==> config.mk <==
export PLATFORM = sky130hd
export DESIGN_NAME = booth_mac_sequencer
export DESIGN_NICKNAME = d
export VERILOG_FILES = /design/src/rtl/booth_mac_sequencer.sv
export SDC_FILE = /design/constraint.sdc
export NUM_CORES = 1
export LEC_CHECK = 0
export CAP_MARGIN = 20
export CORE_UTILIZATION = 38
export DETAILED_ROUTE_END_ITERATION = 8
export SYNTH_ARGS = -nofsm -noshare
export SYNTH_HDL_FRONTEND = slang
export SYNTH_SLANG_ARGS = --single-unit
==> constraint.sdc <==
create_clock -name clk -period 5.7 [get_ports clk]
set_clock_uncertainty 0.2 [all_clocks]
set_input_delay 0.855 -clock clk [delete_from_list [all_inputs] [get_ports clk]]
set_output_delay 0.855 -clock clk [all_outputs]
set_load 0.01 [all_outputs]
==> src/rtl/booth_mac_sequencer.sv <==
// Sequences signed 8x8 operand pairs through an external booth multiplier and
// accumulates the sign-extended products, reporting the sum on the pair marked last.
module booth_mac_sequencer #(
    parameter int ACC_WIDTH = 24,
    parameter int TIMEOUT   = 32
) (
    input  logic                 clk,
    input  logic                 reset_n,
    input  logic                 in_valid,
    output logic                 in_ready,
    input  logic [7:0]           in_multiplicand,
    input  logic [7:0]           in_multiplier,
    input  logic                 in_last,
    output logic                 mul_start,
    output logic [7:0]           mul_multiplicand,
    output logic [7:0]           mul_multiplier,
    input  logic                 mul_finish,
    input  logic [15:0]          mul_product,
    output logic                 out_valid,
    input  logic                 out_ready,
    output logic [ACC_WIDTH-1:0] out_sum,
    output logic [7:0]           out_count,
    output logic                 out_overflow,
    output logic                 out_error
);

    typedef enum logic [2:0] {
        S_IDLE,
        S_ISSUE,
        S_WAIT,
        S_ACCUM,
        S_OUTPUT
    } state_t;

    localparam int WCW = $clog2(TIMEOUT + 1);

    state_t               state_q, state_d;
    logic [7:0]           a_q, a_d;
    logic [7:0]           b_q, b_d;
    logic                 last_q, last_d;
    logic                 drop_q, drop_d;
    logic [WCW-1:0]       wcnt_q, wcnt_d;
    logic [ACC_WIDTH-1:0] acc_q, acc_d;
    logic [7:0]           cnt_q, cnt_d;
    logic                 ovf_q, ovf_d;
    logic                 err_q, err_d;

    logic [ACC_WIDTH-1:0] prod_ext;
    logic [ACC_WIDTH-1:0] sum;

    assign prod_ext = ACC_WIDTH'($signed(mul_product));
    assign sum      = acc_q + prod_ext;

    always_ff @(posedge clk or negedge reset_n) begin
        if (!reset_n) begin
            state_q <= S_IDLE;
            a_q     <= '0;
            b_q     <= '0;
            last_q  <= 1'b0;
            drop_q  <= 1'b0;
            wcnt_q  <= '0;
            acc_q   <= '0;
            cnt_q   <= '0;
            ovf_q   <= 1'b0;
            err_q   <= 1'b0;
        end else begin
            state_q <= state_d;
            a_q     <= a_d;
            b_q     <= b_d;
            last_q  <= last_d;
            drop_q  <= drop_d;
            wcnt_q  <= wcnt_d;
            acc_q   <= acc_d;
            cnt_q   <= cnt_d;
            ovf_q   <= ovf_d;
            err_q   <= err_d;
        end
    end

    always_comb begin
        state_d = state_q;
        a_d     = a_q;
        b_d     = b_q;
        last_d  = last_q;
        drop_d  = drop_q;
        wcnt_d  = wcnt_q;
        acc_d   = acc_q;
        cnt_d   = cnt_q;
        ovf_d   = ovf_q;
        err_d   = err_q;
        case (state_q)
            S_IDLE: begin
                if (in_valid) begin
                    a_d     = in_multiplicand;
                    b_d     = in_multiplier;
                    last_d  = in_last;
                    state_d = S_ISSUE;
                end
            end
            S_ISSUE: begin
                wcnt_d  = '0;
                drop_d  = 1'b0;
                state_d = S_WAIT;
            end
            S_WAIT: begin
                // The first WAIT cycle may still see the previous op's finish level.
                if (wcnt_q != '0 && mul_finish) begin
                    state_d = S_ACCUM;
                end else if (wcnt_q == WCW'(TIMEOUT - 1)) begin
                    drop_d  = 1'b1;
                    err_d   = 1'b1;
                    state_d = S_ACCUM;
                end else begin
                    wcnt_d = wcnt_q + 1'b1;
                end
            end
            S_ACCUM: begin
                if (!drop_q) begin
                    acc_d = sum;
                    if (acc_q[ACC_WIDTH-1] == prod_ext[ACC_WIDTH-1] &&
                        sum[ACC_WIDTH-1] != acc_q[ACC_WIDTH-1]) begin
                        ovf_d = 1'b1;
                    end
                    if (cnt_q != 8'hFF) begin
                        cnt_d = cnt_q + 8'd1;
                    end
                end
                state_d = last_q ? S_OUTPUT : S_IDLE;
            end
            S_OUTPUT: begin
                if (out_ready) begin
                    acc_d   = '0;
                    cnt_d   = '0;
                    ovf_d   = 1'b0;
                    err_d   = 1'b0;
                    state_d = S_IDLE;
                end
            end
            default: state_d = S_IDLE;
        endcase
    end

    assign in_ready         = (state_q == S_IDLE);
    assign mul_start        = (state_q == S_ISSUE);
    assign mul_multiplicand = a_q;
    assign mul_multiplier   = b_q;
    assign out_valid        = (state_q == S_OUTPUT);
    assign out_sum          = acc_q;
    assign out_count        = cnt_q;
    assign out_overflow     = ovf_q;
    assign out_error        = err_q;

endmodule

==> results of run 1 <==
[flip-flops by register name, indices dropped and copies added (netlist names)]
register and count:
drop_q 1, last_q 1, mul_multiplicand 8, mul_multiplier 8, out_count 8, out_error 1
out_overflow 1, out_sum 24, state_q 3, wcnt_q 6
[cells by family (layout without fill, tap and decap cells)]
kind of cell	Yosys count	in the layout
compound gates	125	125
simple gates	120	120
flops	61	61
buf+inv	29	124
fa+ha+maj	27	27
mux	20	20
xor+xnor	19	19
[synth_stat cells (all sizes together) (7+ instances only)]
| library cell | instances | area share [%] |
|---|---|---|
| a21o | 9 | 1.8 |
| a21oi | 19 | 2.8 |
| and3 | 8 | 1.3 |
| buf | 8 | 1.2 |
| dfrtp | 61 | 40 |
| ha | 26 | 8.4 |
| inv | 16 | 1.6 |
| mux2 | 17 | 5.0 |
| nand2 | 41 | 4.0 |
| nand3 | 9 | 1.2 |
| nor2 | 27 | 2.7 |
| nor3 | 8 | 1.0 |
| o21a | 8 | 1.6 |
| o21ai | 41 | 5.4 |
| xnor2 | 7 | 1.6 |
| xor2 | 12 | 2.7 |
[metal layers]
| metal | routed length [um] | GRT usage (%) | up-vias |
|---|---|---|---|
| met5 | 0 | 0 | - |
| met4 | 96 | 5.82 | 0 |
| met3 | 435 | 4.41 | 9 |
| met2 | 4460 | 30.5 | 69 |
| met1 | 4710 | 26.7 | 1617 |
| li1 | - | - | 1676 |
[metrics by stage]
stage | instances | cell area, um^2
3_3_place_gp | 613 | 4860
4_1_cts | 629 | 5040
2_1_floorplan | 401 | 3850
5_1_grt | 629 | 5040
6_report | 629 | 5040
3_5_place_dp | 613 | 4860
[power by group through the flow]
stage | Combinational (uW) | Sequential [uW] | Clock [uW]
2_1_floorplan | 955 | 817 | 0
3_3_place_gp | 1570 | 782 | 0
3_5_place_dp | 1580 | 789 | 0
4_1_cts | 1590 | 782 | 367
5_1_grt | 1760 | 811 | 385
6_report | 1580 | 781 | 350
[layout make-up]
type,count,area (um^2),area share (%)
Inverter,16,60.1,1.19
Tap cell,133,166,3.30
Sequential cell,61,1530,30.3
Multi-Input combinational cell,311,2200,43.7
Timing Repair Buffer,92,911,18.1
Clock inverter,7,50.0,0.993
Clock buffer,9,124,2.46
[path summary, 6_finish.rpt]
kind,startpoint,end,slack (ns),cells after the start
worst max-delay path,mul_product[15],out_overflow,2.14,9
worst min-delay path,last_q,state_q[2],0.29,2
worst max register to register,out_sum[0],out_sum[22],2.78,10
worst min register to register,last_q,state_q[2],0.29,2
max in group asynchronous,reset_n,mul_multiplier[1],4.31,2
min in group asynchronous,reset_n,out_sum[1],0.47,2
[critical path: cells and delay by family]
kind	cells	cell delay (ns)
buffers and inverters	1	0.73
AOI/OAI and AO/OA	3	0.69
and+or+nand+nor	4	0.80
adders and majority gates	1	0.56
==> metrics.cfg, run 1 <==
[power]
p_clk_share_pct=12.9
switching_share_pct=42.4
intPower_uw=1560
ir_drop_uv=235
powerDensity_mw_per_mm2=539
leakage_uw=0.00223
power.share.sequential_pct=28.8
design_power_total_uw=2710
p_switching_uw=1150
power_frac_comb_pct=58.3

[yosys]
synth_edf_count=0
ys_seq_area_share_pct=39.6
synth_fa_ha_area_share_pct=8.96
ys_seq_elements=61
synth-compound-area-share_pct=22.8
yosysWarnings=0
synth_area_mm2=0.00385
synth_top_family_by_area=compound AO/OA/AOI/OAI gates
synth-async-reset-ratio_pct=100
synth_flop_cell=dfrtp_1
synthMuxAreaShare_pct=5.75
synthSimpleGateAreaFrac_pct=15.3
ys_types=67
synthCells=401
synthXorXnorAreaFrac_pct=4.32
syn_area_per_cell_um2=9.61
synth_nets=466

[floorplan]
rows=36
design.core.area_mm2=0.00982
ios=91
die_area_mm2=0.0105
fp.dieH_um=103
start_util_pct=39.2
die_w_um=103

[worst_setup_path]
slowest_stage=clkdlybuf4s50_1
max_stage_delay_ns=0.73
end_kind=flop
critical_path_arrival_ns=3.64
worstPathRequired_ns=5.77
crit_type=in -> reg
path_cells=clkdlybuf4s50_1 -> ha_1 -> and4_4 -> nand2_1 -> o32a_1 -> o31a_2 -> o21a_2 -> or4_1 -> nand3_1
start_kind=input port
cp_max_fo=15

[route]
via_per_inst=5.36
postRouteAntennaNets=0
dr.pass1.iters=4
drcViolationCount=0
drtIter0Drc=143
wl_um=9700
wire_per_inst_um=15.4
vias=3371

[clock_network]
clockRootBuffer=clkbuf_8
postCtsSetupBuffers=0
cts_max_level=3
clock-sinks=61
clockBufferDepth=2
numCtsBuffers=9
post_cts_resized=0
path_clk_slew_ns=0.08
postCtsHoldBufs=0
cts_tree=yes
worstSkewPairLatency_ns=0.34

[finish]
mostFrequentLayoutCell=clkdlybuf4s50_1
utilization_pct=51.3
area_growth_pct=30.7
layout_common_cells=clkdlybuf4s50_1 (89), dfrtp_1 (61), nand2_1 (41)
diodes=0
drive_gt1_share_pct=9.88
fill_cells=941
layout.nets=556

[placement]
place_congestion=0.840
dp_hpwl_um=6880
dp_slack_ns=1.77
io_buffer_count=90

[global_route]
grt_max_degree=62
grt_pass1_wl_um=15800
grt_overflow=0
antenna_found_initial=0
track_usage_pct=19.4
grt_pass1_vias=3189

[timing]
holdWs_ns=0.288
hold_viol_final=0
min_period_ns=3.56
finalSetupTns_ns=0
rsz0062_at_grt=no
tightest_slew_ns=0.831
setup_violations=0
period_share_pct=62.5
setup_slack_ns=2.14
finalMaxSlewViolations=0
fmax_ghz=0.281
slew_headroom_pct=44.6

[run]
maxCapViolCount=0

[hold_path]
worstHoldPathType=reg -> reg

[status]
status=finished clean

No activity file was read; power rests on OpenSTA's default activity.
==> inputs of run 2 (changes only) <==
--- a/config.mk
+++ b/config.mk
@@ -8,6 +8,7 @@
 export CAP_MARGIN = 20
 export CORE_UTILIZATION = 38
 export DETAILED_ROUTE_END_ITERATION = 8
+export PLACE_DENSITY = 0.66
 export SYNTH_ARGS = -nofsm -noshare
 export SYNTH_HDL_FRONTEND = slang
 export SYNTH_SLANG_ARGS = --single-unit
==> constraint.sdc (replaced) <==
create_clock -name clk -period 3.15 [get_ports clk]
set_clock_uncertainty 0.2 [all_clocks]
set_input_delay 0.4725 -clock clk [delete_from_list [all_inputs] [get_ports clk]]
set_output_delay 0.4725 -clock clk [all_outputs]
set_load 0.01 [all_outputs]
==> run 2 against run 1 <==
  * Global-route usage up 0.11 points
  * Final area up 4.4%
  * Register-to-register slack worse by 2.3 ns
  * Worst hold slack better by 0.011 ns
  * Setup slack worse by 1.9 ns
  * Largest power group unchanged
  * Highest routed layer unchanged
==> metrics.cfg, run 2 (synthesis results as in run 1) <==
[placement]
place_congestion=0.809  ; -3.7%
dp_hpwl_um=7370  ; +7.1%
io_buffer_count=90  ; unchanged

[clock_network]
worstSkewPairLatency_ns=0.34  ; about the same
numCtsBuffers=9  ; unchanged
cts_max_level=3  ; unchanged
clockBufferDepth=2  ; unchanged
cts_tree=yes
clockRootBuffer=clkbuf_8
path_clk_slew_ns=0.07  ; about the same
clock-sinks=61  ; unchanged

[status]
status=finished clean

[finish]
layout.nets=582  ; +4.7%
mostFrequentLayoutCell=clkdlybuf4s50_1
drive_gt1_share_pct=14.0  ; +4.1 points
layout_common_cells=clkdlybuf4s50_1 (89), dfrtp_1 (61), nand2_1 (41)
fill_cells=944  ; +0.32%
utilization_pct=53.6  ; +2.3 points
largest_reg_flops=24  ; unchanged
diodes=0  ; unchanged
area_growth_pct=36.5

[timing]
rsz0062_at_grt=no
period_share_pct=91.8
hold_viol_final=0  ; unchanged
setup_violations=0  ; unchanged
finalMaxSlewViolations=0  ; unchanged
min_period_ns=2.89
tightest_slew_ns=0.786  ; -0.0451 ns
slew_headroom_pct=47.6  ; +3.0 points
fmax_ghz=0.346

[route]
wl_um=9800  ; +1.1%
drtIter0Drc=94  ; -34%
drcViolationCount=0  ; unchanged
dr.pass1.iters=4  ; unchanged
vias=3459  ; +2.6%
via_per_inst=5.29  ; -1.3%
postRouteAntennaNets=0  ; unchanged
wire_per_inst_um=15.0  ; -2.8%

[run]
maxCapViolCount=0  ; unchanged

[hold_path]
min_from=last_q
worstHoldPathType=reg -> reg

[floorplan]
ios=91  ; unchanged
die_area_mm2=0.0105  ; unchanged
fp.dieH_um=103  ; unchanged
die_w_um=103  ; unchanged
start_util_pct=39.2  ; unchanged
design.core.area_mm2=0.00982  ; unchanged
rows=36  ; unchanged

[power]
power_frac_comb_pct=58.8  ; +0.5 points
power.share.sequential_pct=27.5  ; -1.3 points
design_power_total_uw=5170  ; +91%
powerDensity_mw_per_mm2=983  ; +82%
p_switching_uw=2090  ; +81%
switching_share_pct=40.4  ; -2.1 points
leakage_uw=0.00236  ; +6.0%
p_clk_share_pct=13.7  ; +0.8 points
ir_drop_uv=476  ; +100%
intPower_uw=3080  ; +97%

[worst_setup_path]
critical_path_arrival_ns=2.96  ; -0.68 ns
crit_type=in -> reg
crit_start=mul_product[15]
cp_max_fo=12  ; -3
end_kind=flop
start_kind=input port
worstPathRequired_ns=3.22  ; -2.55 ns
reg2reg_from=out_sum[0]

[global_route]
grt_pass1_vias=3480  ; +9.1%
grt_pass1_wl_um=16000  ; +1.4%
track_usage_pct=19.6  ; +0.11 points
grt_max_degree=32  ; -48%
antenna_found_initial=0  ; unchanged
grt_overflow=0  ; unchanged

[run 2: layout make-up]
class | instances | area (um^2) | area share, %
multi-input combinational | 311 | 2200 | 41.8
sequential | 61 | 1530 | 29.0
timing repair buffer | 118 | 1110 | 21.1
tap | 133 | 166 | 3.16
clock buffer | 11 | 151 | 2.88
inverter | 16 | 60.1 | 1.14
clock inverter | 4 | 47.5 | 0.904
[run 2: final timing paths]
kind / to / slack, ns / cells past startpoint
setup / recovery: out_overflow / 0.26 / 10
hold / removal: state_q[2] / 0.30 / 2
setup reg to reg: out_sum[22] / 0.47 / 10
hold reg to reg: state_q[2] / 0.30 / 2
max in group asynchronous: out_sum[0] / 1.67 / 3
min in group asynchronous: wcnt_q[3] / 0.37 / 2
[run 2: stage by stage]
stage	hold WS, ns	std cells	setup TNS, ns	cell area (um^2)	setup slack [ns]
floorplan	-0.0231	401	0	3850	0.491
global placement	0.193	638	-0.0213	5050	-0.0213
detailed placement	0.197	638	-0.117	5050	-0.0515
CTS	0.299	654	0	5260	0.299
global route	0.324	654	0	5260	0.0925
finish	0.298	654	0	5260	0.259
[run 2: timing repair]
item | 4_1_cts | 5_1_grt
resized for setup | 0 | 0
hold buffers | 1 | 0
setup endpoints to repair | 0 | 0
setup buffers | 0 | 0
endpoints found under the hold margin | 13 | 0
[run 2: worst max-delay path, cell delays in order]
cell and delay, ns:
clkdlybuf4s50_1 0.52, buf_4 0.24, ha_1 0.36, and3_1 0.20, o21ai_0 0.08, o21ai_0 0.31, a21oi_1 0.13, o21a_2 0.15
or4_1 0.40, nand3_1 0.10
[run 2: routing by layer]
layer | track usage, % | vias to the layer above | part of all wire [%]
li1 | - | 1706 | -
met1 | 24.0 | 1672 | 45
met2 | 33.4 | 73 | 49
met3 | 5.42 | 8 | 4.4
met4 | 5.71 | 0 | 1.2
met5 | 0 | - | 0
[run 2: power by group through the flow]
stage	registers (uW)	clock network, uW	logic (uW)
after floorplan	1480	0	1730
after global routing	1470	766	3350
final	1420	709	3040
after detailed placement	1430	0	3040
after global placement	1420	0	2970
after CTS	1420	738	3060
